**src/rtl/pipeline_hazard_controller_if.sv**
```systemverilog
// Handshake bundle between the hazard controller and the pipeline-register chain.
// The pipeline side is the master (drives decode/memory status), the controller is the slave.
interface pipeline_hazard_controller_if #(
    parameter int REG_AW = 5
);
    logic [REG_AW-1:0] id_rs;
    logic [REG_AW-1:0] id_rt;
    logic              id_uses_rt;
    logic              ex_mem_read;
    logic [REG_AW-1:0] ex_write_reg;
    logic              mem_pc_src;
    logic              mem_access;
    logic              dmem_ready;

    logic              pc_write;
    logic              if_id_write;
    logic              id_ex_bubble;
    logic              if_id_flush;
    logic              id_ex_flush;
    logic              ex_mem_flush;
    logic              pipe_freeze;
    logic              mem_timeout;
    logic [15:0]       stall_count;

    modport master (
        output id_rs, id_rt, id_uses_rt, ex_mem_read, ex_write_reg,
               mem_pc_src, mem_access, dmem_ready,
        input  pc_write, if_id_write, id_ex_bubble, if_id_flush, id_ex_flush,
               ex_mem_flush, pipe_freeze, mem_timeout, stall_count
    );

    modport slave (
        input  id_rs, id_rt, id_uses_rt, ex_mem_read, ex_write_reg,
               mem_pc_src, mem_access, dmem_ready,
        output pc_write, if_id_write, id_ex_bubble, if_id_flush, id_ex_flush,
               ex_mem_flush, pipe_freeze, mem_timeout, stall_count
    );
endinterface

```
**src/rtl/pipeline_hazard_controller.sv**
```systemverilog
// 5-stage pipeline sequencer: load-use bubbles, taken-branch flushes and data-memory freeze.
// Control outputs are combinational from state + inputs; state, counters and flags are registered.
module pipeline_hazard_controller #(
    parameter int REG_AW       = 5,
    parameter int STALL_CYCLES = 2,
    parameter int MEM_TIMEOUT  = 15
) (
    input  logic                         clk,
    input  logic                         reset,
    pipeline_hazard_controller_if.slave  bus
);
    typedef enum logic [1:0] {RUN, LOAD_STALL, MEM_WAIT} state_t;

    localparam logic [1:0] BUB_INIT = 2'(STALL_CYCLES - 1);
    localparam logic [3:0] WAIT_MAX = 4'(MEM_TIMEOUT);

    state_t      r_state;
    state_t      w_next;
    logic [1:0]  r_bub;
    logic [1:0]  w_bub_nxt;
    logic [3:0]  r_wait;
    logic [15:0] r_stall_cnt;
    logic        r_timeout;

    logic w_hz;
    logic w_mwait;
    logic w_in_stall;
    logic w_pc_write;
    logic w_if_id_write;
    logic w_bubble;
    logic w_flush;
    logic w_freeze;

    assign w_hz = bus.ex_mem_read && (bus.ex_write_reg != '0) &&
                  ((bus.ex_write_reg == bus.id_rs) ||
                   (bus.id_uses_rt && (bus.ex_write_reg == bus.id_rt)));
    assign w_mwait = bus.mem_access && !bus.dmem_ready;
    // A released MEM_WAIT resumes the stall if bubbles were still owed when it froze.
    assign w_in_stall = (r_state != RUN) && (r_bub != 2'd0);

    always_comb begin
        w_pc_write    = 1'b1;
        w_if_id_write = 1'b1;
        w_bubble      = 1'b0;
        w_flush       = 1'b0;
        w_freeze      = 1'b0;
        w_next        = RUN;
        w_bub_nxt     = r_bub;
        if (reset) begin
            w_pc_write    = 1'b0;
            w_if_id_write = 1'b0;
            w_flush       = 1'b1;
            w_bub_nxt     = 2'd0;
        end else if (w_mwait) begin
            w_pc_write    = 1'b0;
            w_if_id_write = 1'b0;
            w_freeze      = 1'b1;
            w_next        = MEM_WAIT;
        end else if (bus.mem_pc_src) begin
            w_flush       = 1'b1;
            w_bub_nxt     = 2'd0;
        end else if (w_in_stall) begin
            w_pc_write    = 1'b0;
            w_if_id_write = 1'b0;
            w_bubble      = 1'b1;
            w_bub_nxt     = r_bub - 2'd1;
            w_next        = (r_bub == 2'd1) ? RUN : LOAD_STALL;
        end else if (w_hz) begin
            w_pc_write    = 1'b0;
            w_if_id_write = 1'b0;
            w_bubble      = 1'b1;
            w_bub_nxt     = BUB_INIT;
            w_next        = (BUB_INIT != 2'd0) ? LOAD_STALL : RUN;
        end
    end

    always_ff @(posedge clk) begin
        if (reset) begin
            r_state     <= RUN;
            r_bub       <= 2'd0;
            r_wait      <= 4'd0;
            r_stall_cnt <= 16'd0;
            r_timeout   <= 1'b0;
        end else begin
            r_state <= w_next;
            r_bub   <= w_bub_nxt;
            if (w_mwait) begin
                if (r_wait != WAIT_MAX) r_wait <= r_wait + 4'd1;
                if (r_wait >= WAIT_MAX - 4'd1) r_timeout <= 1'b1;
            end else begin
                r_wait <= 4'd0;
            end
            if (!w_pc_write && (r_stall_cnt != 16'hFFFF)) r_stall_cnt <= r_stall_cnt + 16'd1;
        end
    end

    assign bus.pc_write     = w_pc_write;
    assign bus.if_id_write  = w_if_id_write;
    assign bus.id_ex_bubble = w_bubble;
    assign bus.if_id_flush  = w_flush;
    assign bus.id_ex_flush  = w_flush;
    assign bus.ex_mem_flush = w_flush;
    assign bus.pipe_freeze  = w_freeze;
    assign bus.mem_timeout  = r_timeout;
    assign bus.stall_count  = r_stall_cnt;
endmodule

```
**src/flat_wrapper.sv**
```systemverilog
// flat-port wrapper written by rule: the top's interface ports become plain ports
module pipeline_hazard_controller_flat 
#(
    parameter int REG_AW       = 5,
    parameter int STALL_CYCLES = 2,
    parameter int MEM_TIMEOUT  = 15
)
  (clk, reset, bus_id_rs, bus_id_rt, bus_id_uses_rt, bus_ex_mem_read, bus_ex_write_reg, bus_mem_pc_src, bus_mem_access, bus_dmem_ready, bus_pc_write, bus_if_id_write, bus_id_ex_bubble, bus_if_id_flush, bus_id_ex_flush, bus_ex_mem_flush, bus_pipe_freeze, bus_mem_timeout, bus_stall_count);
  pipeline_hazard_controller_if #(.REG_AW(REG_AW)) bus_i ();
  input  logic clk;
  input  logic reset;
  input wire logic [$bits(bus_i.id_rs)-1:0] bus_id_rs;
  input wire logic [$bits(bus_i.id_rt)-1:0] bus_id_rt;
  input wire logic [$bits(bus_i.id_uses_rt)-1:0] bus_id_uses_rt;
  input wire logic [$bits(bus_i.ex_mem_read)-1:0] bus_ex_mem_read;
  input wire logic [$bits(bus_i.ex_write_reg)-1:0] bus_ex_write_reg;
  input wire logic [$bits(bus_i.mem_pc_src)-1:0] bus_mem_pc_src;
  input wire logic [$bits(bus_i.mem_access)-1:0] bus_mem_access;
  input wire logic [$bits(bus_i.dmem_ready)-1:0] bus_dmem_ready;
  output wire logic [$bits(bus_i.pc_write)-1:0] bus_pc_write;
  output wire logic [$bits(bus_i.if_id_write)-1:0] bus_if_id_write;
  output wire logic [$bits(bus_i.id_ex_bubble)-1:0] bus_id_ex_bubble;
  output wire logic [$bits(bus_i.if_id_flush)-1:0] bus_if_id_flush;
  output wire logic [$bits(bus_i.id_ex_flush)-1:0] bus_id_ex_flush;
  output wire logic [$bits(bus_i.ex_mem_flush)-1:0] bus_ex_mem_flush;
  output wire logic [$bits(bus_i.pipe_freeze)-1:0] bus_pipe_freeze;
  output wire logic [$bits(bus_i.mem_timeout)-1:0] bus_mem_timeout;
  output wire logic [$bits(bus_i.stall_count)-1:0] bus_stall_count;
  assign bus_i.id_rs = bus_id_rs;
  assign bus_i.id_rt = bus_id_rt;
  assign bus_i.id_uses_rt = bus_id_uses_rt;
  assign bus_i.ex_mem_read = bus_ex_mem_read;
  assign bus_i.ex_write_reg = bus_ex_write_reg;
  assign bus_i.mem_pc_src = bus_mem_pc_src;
  assign bus_i.mem_access = bus_mem_access;
  assign bus_i.dmem_ready = bus_dmem_ready;
  assign bus_pc_write = bus_i.pc_write;
  assign bus_if_id_write = bus_i.if_id_write;
  assign bus_id_ex_bubble = bus_i.id_ex_bubble;
  assign bus_if_id_flush = bus_i.if_id_flush;
  assign bus_id_ex_flush = bus_i.id_ex_flush;
  assign bus_ex_mem_flush = bus_i.ex_mem_flush;
  assign bus_pipe_freeze = bus_i.pipe_freeze;
  assign bus_mem_timeout = bus_i.mem_timeout;
  assign bus_stall_count = bus_i.stall_count;
  pipeline_hazard_controller #(.REG_AW(REG_AW), .STALL_CYCLES(STALL_CYCLES), .MEM_TIMEOUT(MEM_TIMEOUT)) u_core (.clk(clk), .reset(reset), .bus(bus_i));
endmodule
```
**config.mk**
```make
export PLATFORM = sky130hd
export DESIGN_NAME = pipeline_hazard_controller_flat
export DESIGN_NICKNAME = d
export VERILOG_FILES = /design/src/rtl/pipeline_hazard_controller_if.sv /design/src/rtl/pipeline_hazard_controller.sv /design/src/flat_wrapper.sv
export SDC_FILE = /design/constraint.sdc
export NUM_CORES = 1
export LEC_CHECK = 0
export ABC_AREA = 1
export CORE_MARGIN = 5
export CORE_UTILIZATION = 46
export DETAILED_ROUTE_END_ITERATION = 16
export PLACE_DENSITY = 0.77
export SLEW_MARGIN = 20
export SYNTH_ARGS = -nofsm -noshare
export SYNTH_HDL_FRONTEND = slang
export SYNTH_SLANG_ARGS = --single-unit
```
**constraint.sdc**
```tcl
create_clock -name clk -period 4 [get_ports clk]
set_input_delay 0.8 -clock clk [delete_from_list [all_inputs] [get_ports clk]]
set_output_delay 0.8 -clock clk [all_outputs]
set_load 0.03 [all_outputs]
```
Word-level counts from Yosys, hierarchy flattened

Cells that the tools add are included.

Logic and storage cells: 56
Output and inout port bits: 24
Bits of input ports: 22
Bits in registers: 25

$lt $le $gt $ge: 1
Reduce and logical (&&, ||, !) cells: 17
Bitwise gates (word level): 1
Add/sub/neg operators: 3
Multiplexer cells: 23
Equality and inequality tests: 5

Operators by type and width:

| kind                    | count |
|---|---|
| $mux W1                 | 17 |
| $add A16 B1 Y16 const B | 1 |
| $ne A16 B16 Y1 const B  | 1 |
| $mux W2                 | 6 |
| $eq A5 B5 Y1            | 2 |
| $logic_and A1 B1 Y1     | 6 |
| $reduce_bool A5 Y1      | 1 |
| $add A4 B1 Y4 const B   | 1 |
| $ge A4 B4 Y1 const B    | 1 |
| $ne A4 B4 Y1 const B    | 1 |
| $reduce_and A2 Y1       | 2 |
| $reduce_bool A2 Y1      | 2 |
| $reduce_bool A3 Y1      | 1 |
| $reduce_or A3 Y1        | 1 |
| $eq A2 B1 Y1 const B    | 1 |
| $logic_not A1 Y1        | 2 |
| $reduce_or A2 Y1        | 1 |
| $sub A2 B1 Y2 const B   | 1 |
| $logic_or A1 B1 Y1      | 1 |
| $not A1 Y1              | 1 |

Depth between registers and ports, before layout

Gate-level depths: netlist of the first run.

Word-level depth: 11
Mapped depth: 14
Depth with buffers taken out: 14

Least setup slack after synthesis of the first run

No wires, ideal clock.

Path kind: input-to-output
Start point: input port bus_mem_access
End point: output port bus_id_ex_flush
Arrival: 1969 ps
Path buffers: 1
Slack: 1231 ps
Stages on the path: 4
Required time: 3200 ps
Cells stage by stage: inv_1 -> nor2_1 -> o21ai_0 -> buf_4

Word-level cells in the longest chain between the ends: 3

Ends and longest elaborated chain:

| item                | line                             | source |
|---|---|---|
| from (decl)         | flat_wrapper.sv:18               | `input wire logic [$bits(bus_i.mem_access)-1:0] bus_mem_access;` |
| $logic_and A1 B1 Y1 | pipeline_hazard_controller.sv:37 | `assign w_mwait = bus.mem_access && !bus.dmem_ready;` |
| $mux W1             | pipeline_hazard_controller.sv:54 | `end else if (w_mwait) begin` |
| $mux W1             | pipeline_hazard_controller.sv:49 | `if (reset) begin` |
| to (decl)           | flat_wrapper.sv:24               | `output wire logic [$bits(bus_i.id_ex_flush)-1:0] bus_id_ex_flush;` |

Every way passes these cells.

Worst setup path in the final report of the first run

Start point: input port bus_ex_write_reg[1]
End point: output port bus_id_ex_bubble

Word-level cells in the longest chain between the ends: 9
Elaborated cells on any way between the ends: 12
Those cells by class: 2 x eq/ne; 5 x mux; 5 x reduce/logical

Ends and longest elaborated chain:

| item                  | line                             | source |
|---|---|---|
| from (decl)           | flat_wrapper.sv:16               | `input wire logic [$bits(bus_i.ex_write_reg)-1:0] bus_ex_write_reg;` |
| $eq A5 B5 Y1          | pipeline_hazard_controller.sv:36 | `(bus.id_uses_rt && (bus.ex_write_reg == bus.id_rt)));` |
| $logic_and A1 B1 Y1   | pipeline_hazard_controller.sv:36 |  |
| $logic_or A1 B1 Y1    | pipeline_hazard_controller.sv:35 | `((bus.ex_write_reg == bus.id_rs) \|\|` |
| $logic_and A1 B1 Y1 * | pipeline_hazard_controller.sv:34 | `assign w_hz = bus.ex_mem_read && (bus.ex_write_reg != '0) &&` |
| $mux W1 *             | pipeline_hazard_controller.sv:68 | `end else if (w_hz) begin` |
| $mux W1 *             | pipeline_hazard_controller.sv:62 | `end else if (w_in_stall) begin` |
| $mux W1 *             | pipeline_hazard_controller.sv:59 | `end else if (bus.mem_pc_src) begin` |
| $mux W1 *             | pipeline_hazard_controller.sv:54 |  |
| $mux W1 *             | pipeline_hazard_controller.sv:49 |  |
| to (decl)             | flat_wrapper.sv:22               | `output wire logic [$bits(bus_i.id_ex_bubble)-1:0] bus_id_ex_bubble;` |

Mark *: on every way between the ends. The rest lies on a longest branch, timed or not.

==> results.sh, run 1 <==
export IMPL_clockBufferDepth=2
export IMPL_syn_area_mm2=0.001622
export IMPL_postRouteAntennaNets=0
export IMPL_area_growth_pct=29.48
export IMPL_synth_top_cell_by_area="dfxtp_1"
export IMPL_power_total_uw=474.6
export IMPL_final_core_util_pct=62.43
export IMPL_drc=0
export IMPL_clkTransAtPathRegs_ns=0.15
export IMPL_synthTopCellsByArea="dfxtp_1 31%, nand2_1 15%, inv_1 9.5%"
export IMPL_ys_warn_count=0
export IMPL_layout_common_cells="66 x nand2_1, 45 x clkdlybuf4s50_1, 41 x inv_1"
export IMPL_finalCritPeriodShare_pct=88.35
export IMPL_startpoint_type="input port"
export IMPL_critPathKind="input port to primary output"
export IMPL_critical_path_arrival_ns=2.73
export IMPL_synth_xor_area_share_pct=0.5401
export IMPL_path_common_cell="nand2_1"
export IMPL_ctsResizeCount=0
export IMPL_cts_hold_buf=0
export IMPL_cp_num_buf_inv=3
export IMPL_yosys_register_bits=25
export IMPL_finClkSkew_ns=0.01732
export IMPL_grt_max_degree=32
export IMPL_synth_top_area_share_pct=30.86
export IMPL_layout_commonest_cell="nand2_1"
export IMPL_port_buffers=45
export IMPL_nFillCells=335
export IMPL_cts_htree_levels=1
export IMPL_cts_inserted_buffers=3
export IMPL_first_pass_iters=4
export IMPL_wirelength_mm=3.327
export IMPL_tritoncts="yes"
export IMPL_viasPerCell=4.676
export IMPL_grt_pass1_vias=1528
export IMPL_finalHoldWorstSlack_ns=0.4658
export IMPL_synth_avg_cell_area_um2=6.237
export IMPL_final_cells=349
export IMPL_min_path_type="register to register"
export IMPL_cap_violations=0
export IMPL_diodes=0
export IMPL_die_h_um=69.37
export IMPL_std_cell_rows=21
export IMPL_die_area_mm2=0.004812
export IMPL_fin_area_mm2=0.002100
export IMPL_synth_compound_area_share_pct=9.491
export IMPL_worstMarginPinSlew_ns=0.3378
export IMPL_synth_top_family_by_area="simple AND/OR/NAND/NOR gates"
export IMPL_layout_setup_ws_ns=0.4661
export IMPL_post_place_cells=345
export IMPL_die_w_um=69.37
export IMPL_p_leak_nw=0.9968
export IMPL_final_nets=331
export IMPL_finalSetupTns_ns=0
export IMPL_synth_simple_area_share_pct=39.97
export IMPL_core_area_mm2=0.003363
export IMPL_status="finished clean"
export IMPL_vias=1632
export IMPL_post_cts_buffers=0
export IMPL_clk_latency_ns=0.32
export IMPL_yosysSeqAreaShare_pct=30.86
export IMPL_clock_sinks=25
export IMPL_synthAdderAreaFrac_pct=3.858
export IMPL_ys_types=28
export IMPL_fmax_mhz=283.0
export IMPL_hold_viol=0
export IMPL_grt_usage_pct=14.72
export IMPL_finalCriticalPeriod_ns=3.534
export IMPL_power_density_mw_per_mm2=226.1
export IMPL_grt_pass1_wl_mm=6.141
export IMPL_setup_viol=0
export IMPL_critPathMaxFanout=3
export IMPL_critPathTopFamily="buffers and inverters"
export IMPL_critPathCaptureType="primary output"
export IMPL_synth_mux_area_share_pct=0
export IMPL_initial_core_util_pct=48.21
export IMPL_pre_cts_ws_ns=0.4522
export IMPL_critPathSlowestCell="clkdlybuf4s50_1"
export IMPL_dp_hpwl_mm=2.619
export IMPL_timing_critical_path_cells="clkdlybuf4s50_1 > inv_1 > nand2_1 > nand2_1 > nor2_1 > nand3_1 > nand2_1 > nand2_1 > nand2_1 > nand2_2 > nor2_1 > clkdlybuf4s50_1"
export IMPL_post_drt_wl_per_cell_um=9.533
export IMPL_drtIter0Drc=91
export IMPL_ios=46
export IMPL_gp_congestion=0.7770
export IMPL_cpPeakStageDelay_ns=0.68
export IMPL_synthesis_nets=287
export IMPL_relSlewSlack_pct=77.27
export IMPL_rsz0062_at_grt="no"
export IMPL_finalMaxSlewViolations=0
export IMPL_grt_overflow=0
export IMPL_cp_required_ns=3.20
export IMPL_grt_antenna_before_repair=0
export IMPL_postSynthCellCount=260
export IMPL_ir_worst_vdd_uv=131.9
export IMPL_placed_cell_area_mm2=0.002069
export IMPL_drive_above_1_share_pct=5.611
export IMPL_cts_root_buffer="clkbuf_4"
[cell type report]
cell class                      instances  area [um2]  area share, %
Clock buffer                            3       22.52          1.073
Timing Repair Buffer                   47       465.4          22.17
Inverter                               46       172.7          8.224
Tap cell                               46       57.56          2.741
Clock inverter                          1       7.507         0.3576
Sequential cell                        25       500.5          23.84
Multi-Input combinational cell        181       873.3          41.60
[path summary, 6_finish.rpt]
check	startpoint	end	slack (ns)	cells after the start
worst min register to register	u_core.bus.mem_timeout	u_core.bus.mem_timeout	0.47	2
worst max-delay path	bus_ex_write_reg[1]	bus_id_ex_bubble	0.47	12
worst max register to register	u_core.r_bub[0]	u_core.bus.stall_count[6]	2.17	12
worst min-delay path	u_core.bus.mem_timeout	u_core.bus.mem_timeout	0.47	2
[routing by layer]
metal / vias up / track usage (%) / routed length [um]
met4: 0 / 4.555 / 38
met3: 5 / 3.043 / 196
li1: 901 / - / -
met2: 44 / 26.38 / 1558
met5: - / 0 / 0
met1: 682 / 17.41 / 1534
[state kept, by name (all words and copies together), names as in the netlist]
signal                  count
u_core.r_bub                2
u_core.r_wait               4
u_core.bus.mem_timeout      1
u_core.bus.stall_count     16
u_core.r_state              2
[where the power goes]
part,switching (mW),internal (mW),leakage (nW)
Clock,0.0763,0.0382,0.0139
Combinational,0.0541,0.0469,0.780
Sequential,0.00528,0.254,0.202
Total,0.136,0.339,0.997
[synthesized netlist by cell type]
| cell | count |
|---|---|
| nor4_1 | 1 |
| inv_1 | 41 |
| a21oi_1 | 20 |
| buf_4 | 4 |
| nor3_1 | 2 |
| nor3_2 | 1 |
| o21ai_0 | 5 |
| clkinv_1 | 1 |
| inv_2 | 4 |
| nand2_1 | 66 |
| nor2_4 | 1 |
| a211oi_1 | 1 |
| o2111ai_1 | 1 |
| nand4_1 | 7 |
| nand3_1 | 23 |
| a21boi_0 | 1 |
| nor2_2 | 1 |
| xnor2_1 | 1 |
| nand2_4 | 1 |
| nand2_2 | 1 |
| nor2_1 | 39 |
| ha_1 | 5 |
| buf_6 | 4 |
| or2_2 | 1 |
| dfxtp_1 | 25 |
| nand3b_4 | 1 |
| nand3b_1 | 1 |
| o21ai_1 | 1 |
[worst register-to-register path, cell delays in order, from the launching register on]
cell,delay [ns]
dfxtp_1,0.38
inv_1,0.07
ha_1,0.20
nor2_1,0.15
inv_1,0.10
nand2_1,0.11
nand2_2,0.09
nand2_4,0.08
buf_4,0.28
nand2_1,0.12
nand2_1,0.07
nand2_1,0.04
nor2_1,0.07
[cells by family after synthesis]
logic type,Yosys count
AND/OR/NAND/NOR,146
XOR/XNOR,1
flip-flops,25
adder cells (fa/ha/maj),5
buffers and inverters,54
AO/OA/AOI/OAI,29
No activity file was read; power rests on OpenSTA's default activity.
==> inputs of run 2 (changes only) <==
--- a/config.mk
+++ b/config.mk
@@ -14,3 +14,4 @@
 export SYNTH_ARGS = -nofsm -noshare
 export SYNTH_HDL_FRONTEND = slang
 export SYNTH_SLANG_ARGS = --single-unit
+export TNS_END_PERCENT = 5
==> constraint.sdc (replaced) <==
create_clock -name clk -period 3.65 [get_ports clk]
set_input_delay 0.73 -clock clk [delete_from_list [all_inputs] [get_ports clk]]
set_output_delay 0.73 -clock clk [all_outputs]
set_load 0.03 [all_outputs]
==> run 2 against run 1 <==
Effect of this change:
- sequential power grew 9.7%
- critical path depth is the same
- via count grew 0.25%
- die area is the same
- final cell count is the same
- count of clock-buffer cells in the layout grew 1
- non-clock buffer count is the same
- core utilization shrank 0.11 points
- register-to-register slack lost 0.37 ns
- first-iteration DRC count grew 53%
- highest routed layer unchanged
==> results.sh, run 2 (synthesis results as in run 1) <==
export IMPL_cap_violations=0
export IMPL_critPathCaptureType="primary output"
export IMPL_nFillCells=348
export IMPL_min_path_type="register to register"
export IMPL_finClkSkew_ns=0.01198
export IMPL_post_drt_wl_per_cell_um=9.264
export IMPL_clk_latency_ns=0.31
export IMPL_grt_usage_pct=14.13
export IMPL_largest_reg_flops=16
export IMPL_post_cts_buffers=0
export IMPL_critPathSlowestCell="clkdlybuf4s50_1"
export IMPL_cts_htree_levels=1
export IMPL_final_cells=349
export IMPL_multi_input_comb_area_um2=873.3
export IMPL_final_nets=331
export IMPL_viasPerCell=4.688
export IMPL_finalSetupTns_ns=0
export IMPL_port_buffers=45
export IMPL_relSlewSlack_pct=77.32
export IMPL_core_area_mm2=0.003363
export IMPL_diodes=0
export IMPL_initial_core_util_pct=48.21
export IMPL_hold_viol=0
export IMPL_wirelength_mm=3.233
export IMPL_critPathTopFamily="buffers and inverters"
export IMPL_cts_root_buffer="clkbuf_4"
export IMPL_finalCritPeriodShare_pct=92.92
export IMPL_drc=0
export IMPL_power_total_uw=513.5
export IMPL_cts_hold_buf=0
export IMPL_critPathMaxFanout=4
export IMPL_clock_sinks=25
export IMPL_drive_above_1_share_pct=5.281
export IMPL_ir_worst_vdd_uv=231.0
export IMPL_clkTransAtPathRegs_ns=0.12
export IMPL_grt_antenna_before_repair=0
export IMPL_drtIter0Drc=139
export IMPL_layout_commonest_cell="nand2_1"
export IMPL_cp_required_ns=2.92
export IMPL_ctsResizeCount=0
export IMPL_status="finished clean"
export IMPL_postRouteAntennaNets=0
export IMPL_cpPeakStageDelay_ns=0.68
export IMPL_rsz0062_at_grt="no"
export IMPL_grt_overflow=0
export IMPL_finalCriticalPeriod_ns=3.392
export IMPL_first_pass_iters=4
export IMPL_cp_num_buf_inv=3
export IMPL_layout_common_cells="66 x nand2_1, 45 x clkdlybuf4s50_1, 41 x inv_1"
export IMPL_timing_critical_path_cells="clkdlybuf4s50_1 > inv_1 > nand2_1 > nand2_1 > nor2_1 > nand3_1 > nand2_1 > nand2_1 > nand2_1 > nand2_2 > nor2_1 > clkdlybuf4s50_1"
export IMPL_post_place_cells=345
export IMPL_final_seq_area_um2=500.5
export IMPL_power_density_mw_per_mm2=245.0
export IMPL_gp_congestion=0.7765
export IMPL_area_growth_pct=29.24
export IMPL_die_h_um=69.37
export IMPL_worstMarginPinSlew_ns=0.3370
export IMPL_p_leak_nw=0.9978
export IMPL_fmax_mhz=294.8
export IMPL_grt_pass1_wl_mm=5.982
export IMPL_std_cell_rows=21
export IMPL_grt_pass1_vias=1474
export IMPL_dp_hpwl_mm=2.584
export IMPL_cts_inserted_buffers=3
export IMPL_vias=1636
export IMPL_tritoncts="yes"
export IMPL_startpoint_type="input port"
export IMPL_finalMaxSlewViolations=0
export IMPL_die_w_um=69.37
export IMPL_clockBufferDepth=2
export IMPL_die_area_mm2=0.004812
export IMPL_grt_max_degree=32
export IMPL_path_common_cell="nand2_1"
export IMPL_critical_path_arrival_ns=2.66
export IMPL_critPathKind="input port to primary output"
export IMPL_setup_viol=0
export IMPL_ios=46
==> run 2: path summary, 6_finish.rpt <==
path,from,endpoint,slack (ns),cells past startpoint
worst max register to register,u_core.bus.stall_count[0],u_core.bus.stall_count[13],1.80,10
worst min-delay path,u_core.bus.mem_timeout,u_core.bus.mem_timeout,0.47,2
worst max-delay path,bus_ex_write_reg[4],bus_id_ex_bubble,0.26,12
worst min register to register,u_core.bus.mem_timeout,u_core.bus.mem_timeout,0.47,2
==> run 2: per-stage QoR <==
| stage | area (um2) | hold slack, ns | util [%] | setup WS (ns) |
|---|---|---|---|---|
| finish | 2096 | 0.4679 | 62.31 | 0.2583 |
| global route | 2096 | 0.5108 | 62.31 | 0.03977 |
| CTS | 2096 | 0.4704 | 62.31 | 0.2404 |
| detailed placement | 2069 | 0.4494 | 61.53 | 0.2604 |
| global placement | 2069 | 0.4376 | 61.53 | 0.2997 |
| floorplan | 1622 | 0.4550 | - | 1.021 |
==> run 2: layer usage <==
metal,up-vias,part of all wire (%),global-route usage (%)
met1,693,47,17.64
met3,2,6.7,4.348
met5,-,0,0
met4,0,0.34,1.952
li1,901,-,-
met2,40,46,24.36
==> run 2: area by class of cell <==
cell class	instances	area share (%)
inverter	46	8.239
sequential	25	23.88
timing repair buffer	47	22.21
multi-input combinational	181	41.67
clock buffer	4	1.254
tap	46	2.746
==> run 2: worst min-delay path, cell delays in order (launching register included) <==
cell and delay [ns]:
dfxtp_1 0.33, inv_1 0.05, a21oi_1 0.05
==> run 2: where the power goes <==
group	leakage (nW)	total (mW)	internal [mW]	switching (mW)
registers	0.202	0.284	0.278	0.00553
clock network	0.0150	0.120	0.0426	0.0770
logic	0.780	0.110	0.0515	0.0588
total	0.998	0.514	0.372	0.141
